## config.mk

```make
export PLATFORM = sky130hd
export DESIGN_NAME = frequency_selector
export DESIGN_NICKNAME = d
export VERILOG_FILES = /design/src/rtl/frequency_selector.sv
export SDC_FILE = /design/constraint.sdc
export NUM_CORES = 1
export LEC_CHECK = 0
export CAP_MARGIN = 20
export CORE_MARGIN = 10
export CORE_UTILIZATION = 50
export CTS_CLUSTER_SIZE = 24
export DETAILED_ROUTE_END_ITERATION = 10
export GPL_TIMING_DRIVEN = 0
export HOLD_SLACK_MARGIN = 0.06
export PLACE_DENSITY_LB_ADDON = 0.1
export SETUP_SLACK_MARGIN = 0.3
export SLEW_MARGIN = 20
export SYNTH_ARGS = -nofsm -noshare
export SYNTH_HDL_FRONTEND = slang
export SYNTH_SLANG_ARGS = --single-unit
export TNS_END_PERCENT = 30
```

## constraint.sdc

```tcl
create_clock -name clk -period 4.7 [get_ports clk]
set_clock_uncertainty 0.15 [all_clocks]
set_input_delay 0.47 -clock clk [delete_from_list [all_inputs] [get_ports clk]]
set_output_delay 0.47 -clock clk [all_outputs]
set_load 0.005 [all_outputs]
```

## src/rtl/frequency_selector.sv

```systemverilog
// ---------------------------------------------------------------------------
// frequency_selector
//
// Operator-input stage in front of display_control. Three active-low push
// buttons set a reference frequency and a display scale:
//   - btn_up_n / btn_down_n step the frequency by the amount chosen on
//     step_sel. Holding a button starts auto-repeat after a delay.
//   - btn_scale_n cycles the display scale 00 -> 01 -> 10 -> 11 -> 00.
// Every button is synchronised (2 FF), debounced and edge-detected before use.
//
// Build option:
//   SELECTOR_WRAP_EN  defined   : out-of-range results wrap
//                                 (above max -> 1, below 1 -> max).
//                     undefined : out-of-range results saturate at 1 / max.
//
// Ports:
//   clk            system clock, all state on the rising edge
//   reset          synchronous, active-high reset
//   btn_up_n       increment button, active-low, asynchronous
//   btn_down_n     decrement button, active-low, asynchronous
//   btn_scale_n    scale-cycle button, active-low, asynchronous
//   step_sel[1:0]  step size: 00=1, 01=10, 10=100, 11=1000
//   frequency_out  selected frequency (1..FREQUENCY_RANGE-1), registered
//   scale_out      selected display scale, registered
//   update_pulse   one-cycle strobe in the first cycle a changed output value
//                  is visible
// ---------------------------------------------------------------------------
module frequency_selector #(
    // The output is 13 bits wide, so FREQUENCY_RANGE must not exceed 8192.
    parameter int unsigned FREQUENCY_RANGE     = 8192,
    parameter int unsigned DEFAULT_FREQUENCY   = 1000,
    parameter int unsigned DEBOUNCE_CYCLES     = 1000000,
    parameter int unsigned REPEAT_DELAY_CYCLES = 25000000,
    parameter int unsigned REPEAT_RATE_CYCLES  = 5000000
) (
    input  logic        clk,
    input  logic        reset,
    input  logic        btn_up_n,
    input  logic        btn_down_n,
    input  logic        btn_scale_n,
    input  logic [1:0]  step_sel,
    output logic [12:0] frequency_out,
    output logic [1:0]  scale_out,
    output logic        update_pulse
);

    // -----------------------------------------------------------------------
    // Local constants
    // -----------------------------------------------------------------------
    localparam int unsigned DB_W =
        (DEBOUNCE_CYCLES > 1) ? $clog2(DEBOUNCE_CYCLES) : 1;
    localparam logic [DB_W-1:0] DB_LAST = DB_W'(DEBOUNCE_CYCLES - 1);

    localparam int unsigned TM_MAX =
        (REPEAT_DELAY_CYCLES > REPEAT_RATE_CYCLES) ? REPEAT_DELAY_CYCLES
                                                   : REPEAT_RATE_CYCLES;
    localparam int unsigned TM_W = (TM_MAX > 1) ? $clog2(TM_MAX) : 1;
    localparam logic [TM_W-1:0] DELAY_LAST = TM_W'(REPEAT_DELAY_CYCLES - 1);
    localparam logic [TM_W-1:0] RATE_LAST  = TM_W'(REPEAT_RATE_CYCLES - 1);

    // 14-bit so that the comparison against the sum cannot overflow.
    localparam logic [13:0] FREQ_MAX    = 14'(FREQUENCY_RANGE - 1);
    localparam logic [12:0] FREQ_MAX_13 = 13'(FREQUENCY_RANGE - 1);
    localparam logic [12:0] FREQ_MIN_13 = 13'd1;
    localparam logic [12:0] FREQ_RESET  = 13'(DEFAULT_FREQUENCY);

    // Button indices into the per-button vectors.
    localparam int unsigned BtnUp    = 0;
    localparam int unsigned BtnDown  = 1;
    localparam int unsigned BtnScale = 2;

    // Up/down FSM states.
    localparam logic [1:0] StIdle   = 2'd0;
    localparam logic [1:0] StHold   = 2'd1;
    localparam logic [1:0] StRepeat = 2'd2;

    // -----------------------------------------------------------------------
    // Synchronise, debounce and edge-detect the three buttons
    // -----------------------------------------------------------------------
    // Levels are kept raw (1 = released) all the way to the stable state.
    logic [2:0]            btn_raw;
    logic [2:0]            sync1_q;
    logic [2:0]            sync2_q;
    logic [2:0]            stable_q;
    logic [2:0]            press_q;
    logic [2:0][DB_W-1:0]  db_cnt_q;

    assign btn_raw = {btn_scale_n, btn_down_n, btn_up_n};

    always_ff @(posedge clk) begin
        if (reset) begin
            sync1_q  <= 3'b111;
            sync2_q  <= 3'b111;
            stable_q <= 3'b111;
            press_q  <= 3'b000;
            db_cnt_q <= '0;
        end else begin
            sync1_q <= btn_raw;
            sync2_q <= sync1_q;
            for (int i = 0; i < 3; i++) begin
                press_q[i] <= 1'b0;
                if (sync2_q[i] == stable_q[i]) begin
                    db_cnt_q[i] <= '0;
                end else if (db_cnt_q[i] == DB_LAST) begin
                    stable_q[i] <= sync2_q[i];
                    db_cnt_q[i] <= '0;
                    // Only released -> pressed produces a press event.
                    press_q[i]  <= ~sync2_q[i];
                end else begin
                    db_cnt_q[i] <= db_cnt_q[i] + DB_W'(1);
                end
            end
        end
    end

    logic press_up;
    logic press_down;
    logic press_scale;

    assign press_up    = press_q[BtnUp];
    assign press_down  = press_q[BtnDown];
    assign press_scale = press_q[BtnScale];

    // -----------------------------------------------------------------------
    // Step decode and saturating / wrapping arithmetic
    // -----------------------------------------------------------------------
    logic [12:0] freq_q;
    logic [12:0] freq_d;
    logic [1:0]  scale_q;
    logic [1:0]  scale_d;
    logic        pulse_q;
    logic        pulse_d;

    logic [12:0] step;
    logic [13:0] sum;
    logic [13:0] diff;
    logic [12:0] inc_val;
    logic [12:0] dec_val;

    // step_sel is decoded live so the value applied is whatever is selected
    // at the moment the step happens.
    always_comb begin
        step = 13'd1;
        unique case (step_sel)
            2'b00: step = 13'd1;
            2'b01: step = 13'd10;
            2'b10: step = 13'd100;
            2'b11: step = 13'd1000;
        endcase
    end

    always_comb begin
        sum     = {1'b0, freq_q} + {1'b0, step};
        diff    = {1'b0, freq_q} - {1'b0, step};
        inc_val = sum[12:0];
        dec_val = diff[12:0];
`ifdef SELECTOR_WRAP_EN
        if (sum > FREQ_MAX) begin
            inc_val = FREQ_MIN_13;
        end
        // diff[13] is the borrow: freq_q < step.
        if (diff[13] || (diff == 14'd0)) begin
            dec_val = FREQ_MAX_13;
        end
`else
        if (sum > FREQ_MAX) begin
            inc_val = FREQ_MAX_13;
        end
        if (diff[13] || (diff == 14'd0)) begin
            dec_val = FREQ_MIN_13;
        end
`endif
    end

    // -----------------------------------------------------------------------
    // Up/down FSM with hold-to-auto-repeat
    // -----------------------------------------------------------------------
    logic [1:0]      state_q;
    logic [1:0]      state_d;
    logic [TM_W-1:0] timer_q;
    logic [TM_W-1:0] timer_d;
    logic            dir_q;      // 0 = up, 1 = down
    logic            dir_d;
    logic            apply_step;
    logic            step_down;
    logic            dir_released;

    assign dir_released = dir_q ? stable_q[BtnDown] : stable_q[BtnUp];

    always_comb begin
        state_d    = state_q;
        timer_d    = timer_q;
        dir_d      = dir_q;
        apply_step = 1'b0;
        step_down  = dir_q;

        unique case (state_q)
            StIdle: begin
                timer_d   = '0;
                step_down = press_down;
                // Simultaneous up and down presses cancel out.
                if (press_up ^ press_down) begin
                    apply_step = 1'b1;
                    dir_d      = press_down;
                    state_d    = StHold;
                end
            end
            StHold: begin
                if (dir_released) begin
                    timer_d = '0;
                    state_d = StIdle;
                end else if (timer_q == DELAY_LAST) begin
                    apply_step = 1'b1;
                    timer_d    = '0;
                    state_d    = StRepeat;
                end else begin
                    timer_d = timer_q + TM_W'(1);
                end
            end
            StRepeat: begin
                if (dir_released) begin
                    timer_d = '0;
                    state_d = StIdle;
                end else if (timer_q == RATE_LAST) begin
                    apply_step = 1'b1;
                    timer_d    = '0;
                end else begin
                    timer_d = timer_q + TM_W'(1);
                end
            end
            default: begin
                timer_d = '0;
                state_d = StIdle;
            end
        endcase
    end

    // -----------------------------------------------------------------------
    // Output next-state
    // -----------------------------------------------------------------------
    always_comb begin
        freq_d = freq_q;
        if (apply_step) begin
            freq_d = step_down ? dec_val : inc_val;
        end
        scale_d = press_scale ? (scale_q + 2'd1) : scale_q;
        // A saturated step leaves freq_d unchanged and so raises no pulse.
        pulse_d = (freq_d != freq_q) || (scale_d != scale_q);
    end

    always_ff @(posedge clk) begin
        if (reset) begin
            state_q <= StIdle;
            timer_q <= '0;
            dir_q   <= 1'b0;
            freq_q  <= FREQ_RESET;
            scale_q <= 2'b00;
            pulse_q <= 1'b0;
        end else begin
            state_q <= state_d;
            timer_q <= timer_d;
            dir_q   <= dir_d;
            freq_q  <= freq_d;
            scale_q <= scale_d;
            pulse_q <= pulse_d;
        end
    end

    assign frequency_out = freq_q;
    assign scale_out     = scale_q;
    assign update_pulse  = pulse_q;

endmodule

```

### After elaboration in Yosys (flattened, before gate mapping)

Cells that the tools add are included.

* bits of input ports: 7
* logic and storage cells: 93
* output and inout port bits: 16
* flip-flop bits (word level): 116

* bitwise gates (word level): 10
* reductions and logical operators: 16
* $add $sub $neg: 7
* multiplexer cells: 24
* equality and inequality tests: 18
* magnitude comparators: 1

Operator list (number)
* 25-bit two-way mux: 4
* 20-bit by 1-bit adder with 20-bit output, second input constant: 3
* 20-bit equality test, second input constant: 3
* 13-bit two-way mux: 4
* 13-bit case mux with 4 select lines: 1
* 25-bit case mux with 2 select lines: 1
* 25-bit by 1-bit adder with 25-bit output, second input constant: 1
* 25-bit by 23-bit equality test with 1-bit output, second input constant: 1
* 25-bit equality test, second input constant: 1
* 3-bit OR reduction: 6
* 13-bit by 13-bit adder with 14-bit output: 1
* 14-bit by 13-bit > comparator with 1-bit output, second input constant: 1
* 14-bit logical NOT: 1
* 13-bit by 13-bit subtractor with 14-bit output: 1
* 13-bit != test: 1
* 2-bit two-way mux: 5
* 1-bit NOT: 9
* 2-bit AND reduction: 4
* 1-bit two-way mux: 7
* 2-bit equality test, second input constant: 3
* 2-bit case mux with 3 select lines: 1
* 2-bit by 1-bit equality test with 1-bit output, second input constant: 2
* 2-bit logical NOT: 2
* 2-bit != test, second input constant: 2
* 8 further kinds: 11

### Longest topological paths before layout

Gate-level depths: netlist (run 1).

* depth in word-level cells: 10
* gate-level depth with buffers: 15
* gate-level depth less buffers: 14

### Worst setup path before layout (run 1)

Ideal clock, no wire load.

* path kind: input-to-reg
* from: input port step_sel[0]
* to: register pulse_q (netlist: update_pulse)
* library setup time: 139 ps
* slack: 945 ps
* buffers on the path: 0
* data required time: 4411 ps
* data arrival time: 3466 ps
* stages on the path: 14
* path through: nor2_1 -> ha_1 -> inv_1 -> fa_1 -> a21o_1 -> a311o_2 -> a31oi_2 -> mux2i_1 -> a211oi_1 -> a211oi_1 -> or4b_4 -> a2111oi_4 -> a41o_1 -> a41oi_2

* word-level cells in the longest chain between the ends: 10
* elaborated cells between the ends (all ways): 16
* those cells by class: add/sub (2); order compare (1); eq/ne (4); mux (5); reduce/logical (4)

RTL lines
* start: declaration: line 41 `input logic [1:0] step_sel,`
* 2-bit equality test (tied with other cells): line 144 `unique case (step_sel)`
* 13-bit case mux with 4 select lines (*): line 144
* parallel branches: the longest is 4 deep, another holds 13-bit by 13-bit adder with 14-bit output
* 13-bit two-way mux (*): line 244 `freq_d = step_down ? dec_val : inc_val;`
* 13-bit two-way mux (*): line 243 `if (apply_step) begin`
* 13-bit != test (*): line 248 `pulse_d = (freq_d != freq_q) || (scale_d != scale_q);`
* 1-bit logical OR (*): line 248
* end signal: assignment: line 265 `pulse_q <= pulse_d;`
* end: declaration: line 131 `logic pulse_q;`

Every way passes the cells marked *. The select of a mux whose other input is x is not followed.
A chain may end at the register's enable or synchronous reset.

### Worst setup path in the final report (run 1)

Same ends and word-level chain as after synthesis.

==> run metrics, run 1 <==
status=finished, final reports clean; Int Pwr=approximately 1.8 mW; Synth Cell Area=between 6000 and 7000 µm²; GPL Wtd Cong=0.945; total global routing overflow=0; final hold violations=0; fin crit period=around 4.2 ns; FP Rows=just over 40; RSZ-0062 raised after global routing=no; WHS Endpoint=sync2_q[1]$_SDFF_PP1_; CP top delay family=compound AO/OA/AOI/OAI gates; CP arrival=4.37 ns; Post-synth top cells=nor2_1, dfxtp_1, nand2_1, xor2_1, xnor2_1; Worst-Margin Slew=between 0.6 and 0.7 ns; fin cells=1,033; R2R Setup Slk=approximately 0.76 ns; die area=between 15,000 and 20,000 µm²; Final #Nets=between 800 and 900; Die Y=between 100 and 150 µm; net switching power=approximately 520 µW; synth unique cells=70; Worst Hold Class=flip-flop to flip-flop; global-route wire length before repair=about 26 mm; Worst-path clk slew=around 0.050 ns; largest net degree at the start of global routing=17; gr usage total=between 15 and 20%; total wire length=~15 mm; Syn Nets=~840; Detail Placement HPWL=between 10 and 15 mm; number of routed nets with antenna violations=0; layout cell share with drive strength beyond 1=6.62%; post-CTS resize count=0; relative slew slack=57.0%; Cell Chain, Critical Path=clkdlybuf4s50_1, nor2_4, ha_1, inv_1, fa_1, a21o_1, a311o_2, a31oi_2, mux2i_1, a211oi_1, a211oi_1, or4b_4, a2111oi_4, a41o_1, a41oi_2; Min-Delay Startpoint=sync1_q[1]$_SDFF_PP1_; Routed WL per cell=between 10 and 15 µm; clk_lat worst skew=around 0.42 ns; CP endpoint kind=flip-flop; Final Max Slew Viols=0; setup violators final=0; initial cell density of the core=about half; Slowest-stage cell, CP=clkdlybuf4s50_1; CP max FO=5; ys flop type=dfxtp_1; Worst Setup Start Kind=primary input; placed instance count=between 1,000 and 1,500; Reg power frac=between 40% and 50%; FF-to-FF End=update_pulse$_SDFF_PP0_; fraction of power consumed by combinational cells=5.2%; Port Buffer Count=21; Reg2Reg Depth=14; ranking of synthesized cells by area=dfxtp_1, nor2_1, xor2_1, xnor2_1, ha_1; hold depth=1; CTS tree=yes; vias post-DR=between 5,000 and 6,000; total power=~2.4 mW; Bufs and invs on worst path=2; clock sinks=116; Die Wd=around 130 µm; Ports=23; Synth Warn #=0; H-tree levels=4; RR Startpoint=frequency_out[0]$_SDFF_PP0_; count of maximum capacitance violations=0; # Post-CTS Setup Buffers=0; Peak Freq=~240 MHz; Vias/cell=approximately 5.6; post-synthesis sequential area ratio=between 30% and 40%; CTS buffer count=17; # diodes=0; Final Cycle Share=between 90% and 100%; EDFF count, synth=0; DRT iter0 DRCs=about 420; core area=approximately 13,000 µm²; P per Cell Area=313 nW/µm²; clk root buf=clkbuf_16; Max stage delay on crit path=0.51 ns; Async S/R FF share, synth=0%; Crit Path Class=primary input to flip-flop; Yosys top cell area share=between 30 and 40%; initial antenna violation count=0; CP required=between 4 and 5 ns; Post-Syn Area per Cell=slightly above 8 µm²; Clk pwr share=between 50% and 60%; hold-fix buffer count after cts=0; cell accounting for the most synthesized area=dfxtp_1; CTS max path bufs=2; DRC=0; Layout area overhead=15.5%; VDD IR-drop max=approximately 250 µV; count leader, synth=nor2_1; vias in the first global route=5,519; sw frac=22.2%; critical path's most frequent cell=a211oi_1; Lkg Pwr=approximately 2.7 nW; #FFs+latches synth=between 100 and 150; synthesized instance count=around 810; DR pass1 iterations=5
cell type report:
type / instances / area (µm²)
inverter: 31 / 116
clock inverter: 8 / 101
multi-input combinational: 631 / 3970
timing repair buffer: 21 / 213
tap: 172 / 215
clock buffer: 24 / 472
buffer: 30 / 131
fill: 1183 / 5180
sequential: 116 / 2320
layout by cell type, fill, tap and decap left out, types with 4 or more instances in the layout:
master and count:
a211o_1 8, a211oi_1 6, a21o_1 8, a21oi_1 44
a311oi_1 4, and3_1 26, buf_2 8, clkbuf_1 23
clkbuf_16 17, clkdlybuf4s50_1 20, dfxtp_1 116, ha_1 26
inv_1 30, nand2_1 55, nand2b_1 7, nand3_1 38
nand3b_1 4, nand4_1 22, nor2_1 145, nor2b_1 10
nor3_1 18, nor4_1 5, nor4b_1 6, o21ai_0 20
or2_2 7, or3_1 9, or4_1 4, xnor2_1 46
xor2_1 48
layer usage:
metal | share of wire [%] | global-route usage [%] | vias to the layer above
li1 | - | - | 2886
met1 | 46 | 21.6 | 2697
met2 | 48 | 29.1 | 144
met3 | 5.3 | 5.30 | 18
met4 | 0.99 | 4.11 | 0
met5 | 0 | 0 | -
stage by stage:
| stage | setup slack [ns] | hold slack [ns] | utilization, % | setup TNS (ns) | cell area (µm²) |
|---|---|---|---|---|---|
| after CTS | 0.353 | 0.253 | 59.2 | 0 | 7530 |
| final | 0.457 | 0.250 | 59.3 | 0 | 7540 |
| after global routing | 0.294 | 0.262 | 59.3 | 0 | 7540 |
| after detailed placement | -0.0525 | 0.245 | 54.7 | -0.0525 | 6960 |
| after global placement | -0.0411 | 0.244 | 54.7 | -0.0411 | 6960 |
| after floorplan | 0.945 | 0.239 | - | 0 | 6540 |
kinds of logic after synthesis:
kind of cell | synth area share, %
AO/OA/AOI/OAI | 13.3
multiplexers | 0.632
buffers and inverters | 3.77
flip-flops | 35.5
XOR/XNOR | 12.8
AND/OR/NAND/NOR | 28.3
adder cells (fa/ha/maj) | 5.59
sequential cells by signal, summed over array words and instances (netlist names):
| register | cells |
|---|---|
| db_cnt_q | 60 |
| sync1_q | 3 |
| frequency_out | 13 |
| timer_q | 25 |
| press_q | 3 |
| state_q | 2 |
| dir_q | 1 |
| update_pulse | 1 |
| sync2_q | 3 |
| stable_q | 3 |
| scale_out | 2 |
worst max-delay path by stage:
| stage | start | end | slack (ns) | cells after the start |
|---|---|---|---|---|
| final | step_sel[0] | update_pulse$_SDFF_PP0_ | 0.46 | 15 |
| after global placement | step_sel[1] | update_pulse$_SDFF_PP0_ | -0.04 | 15 |
| after detailed placement | step_sel[1] | update_pulse$_SDFF_PP0_ | -0.05 | 15 |
| after global routing | step_sel[0] | update_pulse$_SDFF_PP0_ | 0.29 | 15 |
| after floorplan | step_sel[0] | update_pulse$_SDFF_PP0_ | 0.94 | 14 |
| after CTS | step_sel[1] | update_pulse$_SDFF_PP0_ | 0.35 | 15 |
power by group through the flow:
stage	sequential [mW]	combinational, mW	clock (mW)
after floorplan	1.01	0.0874	0
after global placement	1.01	0.118	0
after detailed placement	1.01	0.118	0
after CTS	0.989	0.120	1.27
after global routing	0.989	0.136	1.32
final	0.989	0.122	1.25
Note: power is estimated with default switching activity, not from simulation.
==> run 2, diff against run 1 <==
Settings changed: MAX_ROUTING_LAYER from default to met4.
==> run metrics, run 2 (synthesized netlist as in run 1, its figures left out) <==
Critical Path Sink=update_pulse$_SDFF_PP0_; Critical path origin=step_sel[0]; net switching power=approximately 530 µW; PnR worst setup slack=between 0.4 and 0.5 ns; number of routed nets with antenna violations=0; fin crit period=roughly 4.2 ns; Final TNS setup=0 ns; Worst Hold Class=flip-flop to flip-flop; footprint of the multi-input gates=3980 µm²; Register Area=2320 µm²; Post-Route Utilization=between 50% and 60%; fin cells=between 1,000 and 1,500; GPL Wtd Cong=0.926; CTS tree=yes; P per Cell Area=roughly 320 nW/µm²; worst slack, placed=-0.0625 ns; Min-Delay Startpoint=sync1_q[1]$_SDFF_PP1_; CP arrival=approximately 4.4 ns; clk_lat worst skew=a little over 0.4 ns; Reg power frac=between 40% and 50%; Vias/cell=roughly 5.6; clk root buf=clkbuf_16; FF-to-FF End=update_pulse$_SDFF_PP0_; commonest cells after routing, fill and taps aside=nor2_1, dfxtp_1, nand2_1; R2R Setup Slk=roughly 0.80 ns; DRT iter0 DRCs=417; Worst Setup Start Kind=primary input; max reg flops=60; placed instance count=~1,000; initial cell density of the core=51.4%; hold-fix buffer count after cts=0; total global routing overflow=0; count of maximum capacitance violations=0; vias in the first global route=~5,500; Port Buffer Count=21; DR pass1 iterations=5; Top reg by flops=db_cnt_q; Final #Nets=between 800 and 900; core area=~13,000 µm²; Crit Path Class=primary input to flip-flop; Detail Placement HPWL=between 10 and 15 mm; initial antenna violation count=0; final hold violations=0; layout cell share with drive strength beyond 1=6.87%; relative slew slack=56.1%; CTS max path bufs=2; fin area=roughly 7600 µm²; die area=18,000 µm²; Lkg Pwr=about 2.7 nW; CP endpoint kind=flip-flop; fraction of power consumed by combinational cells=5.2%; FP Rows=41; Worst-path clk slew=0.05 ns; H-tree levels=4; Fill cells=1,224; Min Hold Slack=approximately 0.26 ns; DP Area=a little under 7000 µm²; Reg2Reg Depth=14; VDD IR-drop max=~270 µV; # diodes=0; status=finished, final reports clean; Int Pwr=between 1.5 and 2 mW; vias post-DR=around 5,800; Worst-Margin Slew=roughly 0.64 ns; DRC=0; total power=roughly 2.4 mW; most common cell after layout, fill and taps aside=nor2_1; CP required=around 5 ns; Final Cycle Share=about nine tenths; Clk pwr share=approximately 54%; RSZ-0062 raised after global routing=no; sw frac=between 20% and 30%; total wire length=roughly 16 mm; global-route wire length before repair=roughly 26 mm; Ports=23; clock sinks=between 100 and 150; Die Wd=between 100 and 150 µm; Peak Freq=238 MHz; Die Y=approximately 130 µm; RR Startpoint=frequency_out[0]$_SDFF_PP0_; CP max FO=5; setup violators final=0; Layout area overhead=15.7%; gr usage total=~18%; Routed WL per cell=around 15 µm; CTS buffer count=17; largest net degree at the start of global routing=17; Final Max Slew Viols=0
[run 2: power groups by stage]
stage               Combinational [mW]  Sequential, mW  Clock (mW)
floorplan                       0.0874            1.01           0
global route                     0.137           0.989        1.35
global placement                 0.118            1.01           0
CTS                              0.121           0.989        1.29
detailed placement               0.119            1.01           0
finish                           0.124           0.989        1.28
[run 2: layer usage]
layer / GRT usage [%] / wire length, µm / vias up / part of all wire (%)
li1: - / - / 2882 / -
met1: 22.4 / 7290 / 2734 / 46
met2: 28.2 / 7460 / 115 / 47
met3: 4.03 / 734 / 24 / 4.7
met4: 5.26 / 237 / 0 / 1.5
met5: - / 0 / - / 0
[run 2: worst min-delay path by stage]
stage / end / cells after the start
2_1_floorplan: sync2_q[0]$_SDFF_PP1_ / 1
3_3_place_gp: sync2_q[1]$_SDFF_PP1_ / 1
3_5_place_dp: sync2_q[1]$_SDFF_PP1_ / 1
4_1_cts: sync2_q[1]$_SDFF_PP1_ / 1
5_1_grt: sync2_q[1]$_SDFF_PP1_ / 1
6_report: sync2_q[1]$_SDFF_PP1_ / 1
[run 2: final cells by class]
cell class,instances,share of cell area [%]
buffer,30,1.72
multi-input combinational,631,52.6
clock inverter,7,1.29
inverter,31,1.54
clock buffer,23,6.45
timing repair buffer,21,2.81
sequential,116,30.7
tap,172,2.85
[run 2: critical path, cell delays in order]
cell and delay, ns:
clkdlybuf4s50_1 0.48, nor2_2 0.19, ha_1 0.20, inv_1 0.06, fa_2 0.37, a21o_1 0.20
a311o_2 0.45, a21o_1 0.20, a21o_1 0.23, xnor2_2 0.18, nand4_1 0.10, or4_1 0.50
a211o_1 0.30, a41o_1 0.22, a41oi_2 0.20
[run 2: what timing repair did]
action | in CTS | in global routing
buffers inserted | 0 | 0
resized for setup | 0 | 4
setup endpoints to repair | 0 | 1
endpoints found under the hold margin | 0 | 0
==> run 3, diff against run 2 <==
Settings changed: CORE_MARGIN 10 to 2, CTS_BUF_LIST from default to sky130_fd_sc_hd__clkbuf_8.
==> run metrics, run 3 (synthesized netlist as in run 1, its figures left out) <==
CP max FO=5; clk_lat worst skew=0.44 ns; commonest cells after routing, fill and taps aside=nor2_1, dfxtp_1, nand2_1; vias in the first global route=5,510; Ports=23; total wire length=15.3 mm; Lkg Pwr=2.60 nW; DRC=0; fin crit period=between 4 and 5 ns; Layout area overhead=12.9%; CTS tree=yes; Worst-path clk slew=roughly 0.07 ns; Worst Hold Class=flip-flop to flip-flop; DR pass1 iterations=5; CP required=between 4 and 5 ns; hold depth=1; clock sinks=116; Reg power frac=between 40% and 50%; worst slack, placed=-0.0760 ns; count of maximum capacitance violations=0; relative slew slack=between 50% and 60%; H-tree levels=4; fraction of power consumed by combinational cells=under 10%; max reg flops=60; Final Max Slew Viols=0; # diodes=0; global-route met2 utilization=between 30% and 40%; status=finished, final reports clean; Top Usage Layer GRT=met2; Fill cells=between 1,000 and 1,500; Detail Placement HPWL=11.2 mm; Final TNS setup=0 ns; FP Rows=41; Die Y=~120 µm; fin area=7380 µm²; global-route wire length before repair=roughly 26 mm; initial antenna violation count=0; DRT iter0 DRCs=between 300 and 400; total global routing overflow=0; met3 GRT Util=under 10%; Crit Path Class=primary input to flip-flop; largest net degree at the start of global routing=17; Port Buffer Count=21; Die Wd=118 µm; Worst-Margin Slew=a little under 0.7 ns; final hold violations=0; number of routed nets with antenna violations=0; setup violators final=0; layout cell share with drive strength beyond 1=under 10%; DP Area=roughly 7000 µm²; VDD IR-drop max=~200 µV; Clk pwr share=roughly 46%; RSZ-0062 raised after global routing=no; Routed WL per cell=about 15 µm; Peak Freq=approximately 230 MHz; P per Cell Area=approximately 280 nW/µm²; core area=~13,000 µm²; Final Cycle Share=91.0%; met1 global-route usage=between 20% and 30%; gr usage total=a little under a quarter; CTS buffer count=17; PnR worst setup slack=approximately 0.42 ns; Top reg by flops=db_cnt_q; CTS max path bufs=2; CP arrival=4.49 ns; clk root buf=clkbuf_8; Vias/cell=~5.6; sw frac=22.9%; Reg2Reg Depth=14; Final #Nets=883; hold-fix buffer count after cts=0; Int Pwr=about 1.6 mW; Worst Setup Start Kind=primary input; GPL Wtd Cong=slightly below 1; vias post-DR=5,748; die area=~14,000 µm²; initial cell density of the core=51.6%; most common cell after layout, fill and taps aside=nor2_1; CP endpoint kind=flip-flop; net switching power=between 400 and 500 µW
==> run 3: cell count changes in the layout (fill, tap and decap cells not counted), moves of 2 or more <==
cell | previous run | this run
clkbuf_8 | 4 | 20
inv_1 | 30 | 32
clkinvlp_4 | 2 | 0
clkbuf_1 | 21 | 19
clkinv_2 | 1 | 4
clkbuf_16 | 17 | 0
==> run 3: final timing paths <==
path	endpoint	start	slack [ns]
max	update_pulse$_SDFF_PP0_	step_sel[0]	0.42
max reg2reg	update_pulse$_SDFF_PP0_	frequency_out[0]$_SDFF_PP0_	0.69
min reg2reg	sync2_q[1]$_SDFF_PP1_	sync1_q[1]$_SDFF_PP1_	0.26
min	sync2_q[1]$_SDFF_PP1_	sync1_q[1]$_SDFF_PP1_	0.26
==> run 3: through the flow <==
step	hold slack, ns	utilization, %	power, mW	cells
2_1_floorplan	0.239	-	1.10	808
3_3_place_gp	0.242	54.9	1.13	1001
3_5_place_dp	0.247	54.9	1.13	1001
4_1_cts	0.262	58.2	2.08	1032
5_1_grt	0.286	58.2	2.14	1032
6_report	0.259	58.2	2.06	1032
==> run 3: routing by layer <==
layer  part of all wire, %  vias to the layer above
li1                      -                     2882
met4                   2.3                        0
met5                     0                        -
met1                    46                     2665
met2                    46                      167
met3                   5.6                       34
==> run 3: final cells by class <==
type                    count  area, µm²  share of cell area (%)
multi-input cells         631       3970                    53.8
flip-flops and latches    116       2320                    31.5
clock buffers              20        275                    3.73
well taps                 172        215                    2.92
repair buffers             21        213                    2.88
clock inverters            11        135                    1.83
plain buffers              30        130                    1.76
inverters                  31        116                    1.58
==> run 3: worst max-delay path: stages <==
cell and delay (ns):
clkdlybuf4s50_1 0.49, nor2_2 0.20, ha_1 0.19, inv_1 0.05
fa_1 0.45, a21o_1 0.23, a311o_2 0.45, a21o_1 0.20
a21o_1 0.23, xnor2_2 0.17, nand4_1 0.11, or4_1 0.51
a211o_1 0.30, a41o_1 0.22, a41oi_2 0.21
==> run 3: what timing repair did <==
action | in CTS | in global routing
setup buffers | 0 | 0
gates resized for setup | 0 | 2
hold endpoints to repair | 0 | 0
endpoints found under the setup margin | 0 | 1
==> run 3: power groups by stage <==
stage / logic (mW) / registers (mW) / clock network [mW]
floorplan: 0.0874 / 1.01 / 0
global placement: 0.118 / 1.01 / 0
detailed placement: 0.119 / 1.01 / 0
CTS: 0.120 / 0.988 / 0.976
global route: 0.134 / 0.988 / 1.02
finish: 0.123 / 0.988 / 0.949
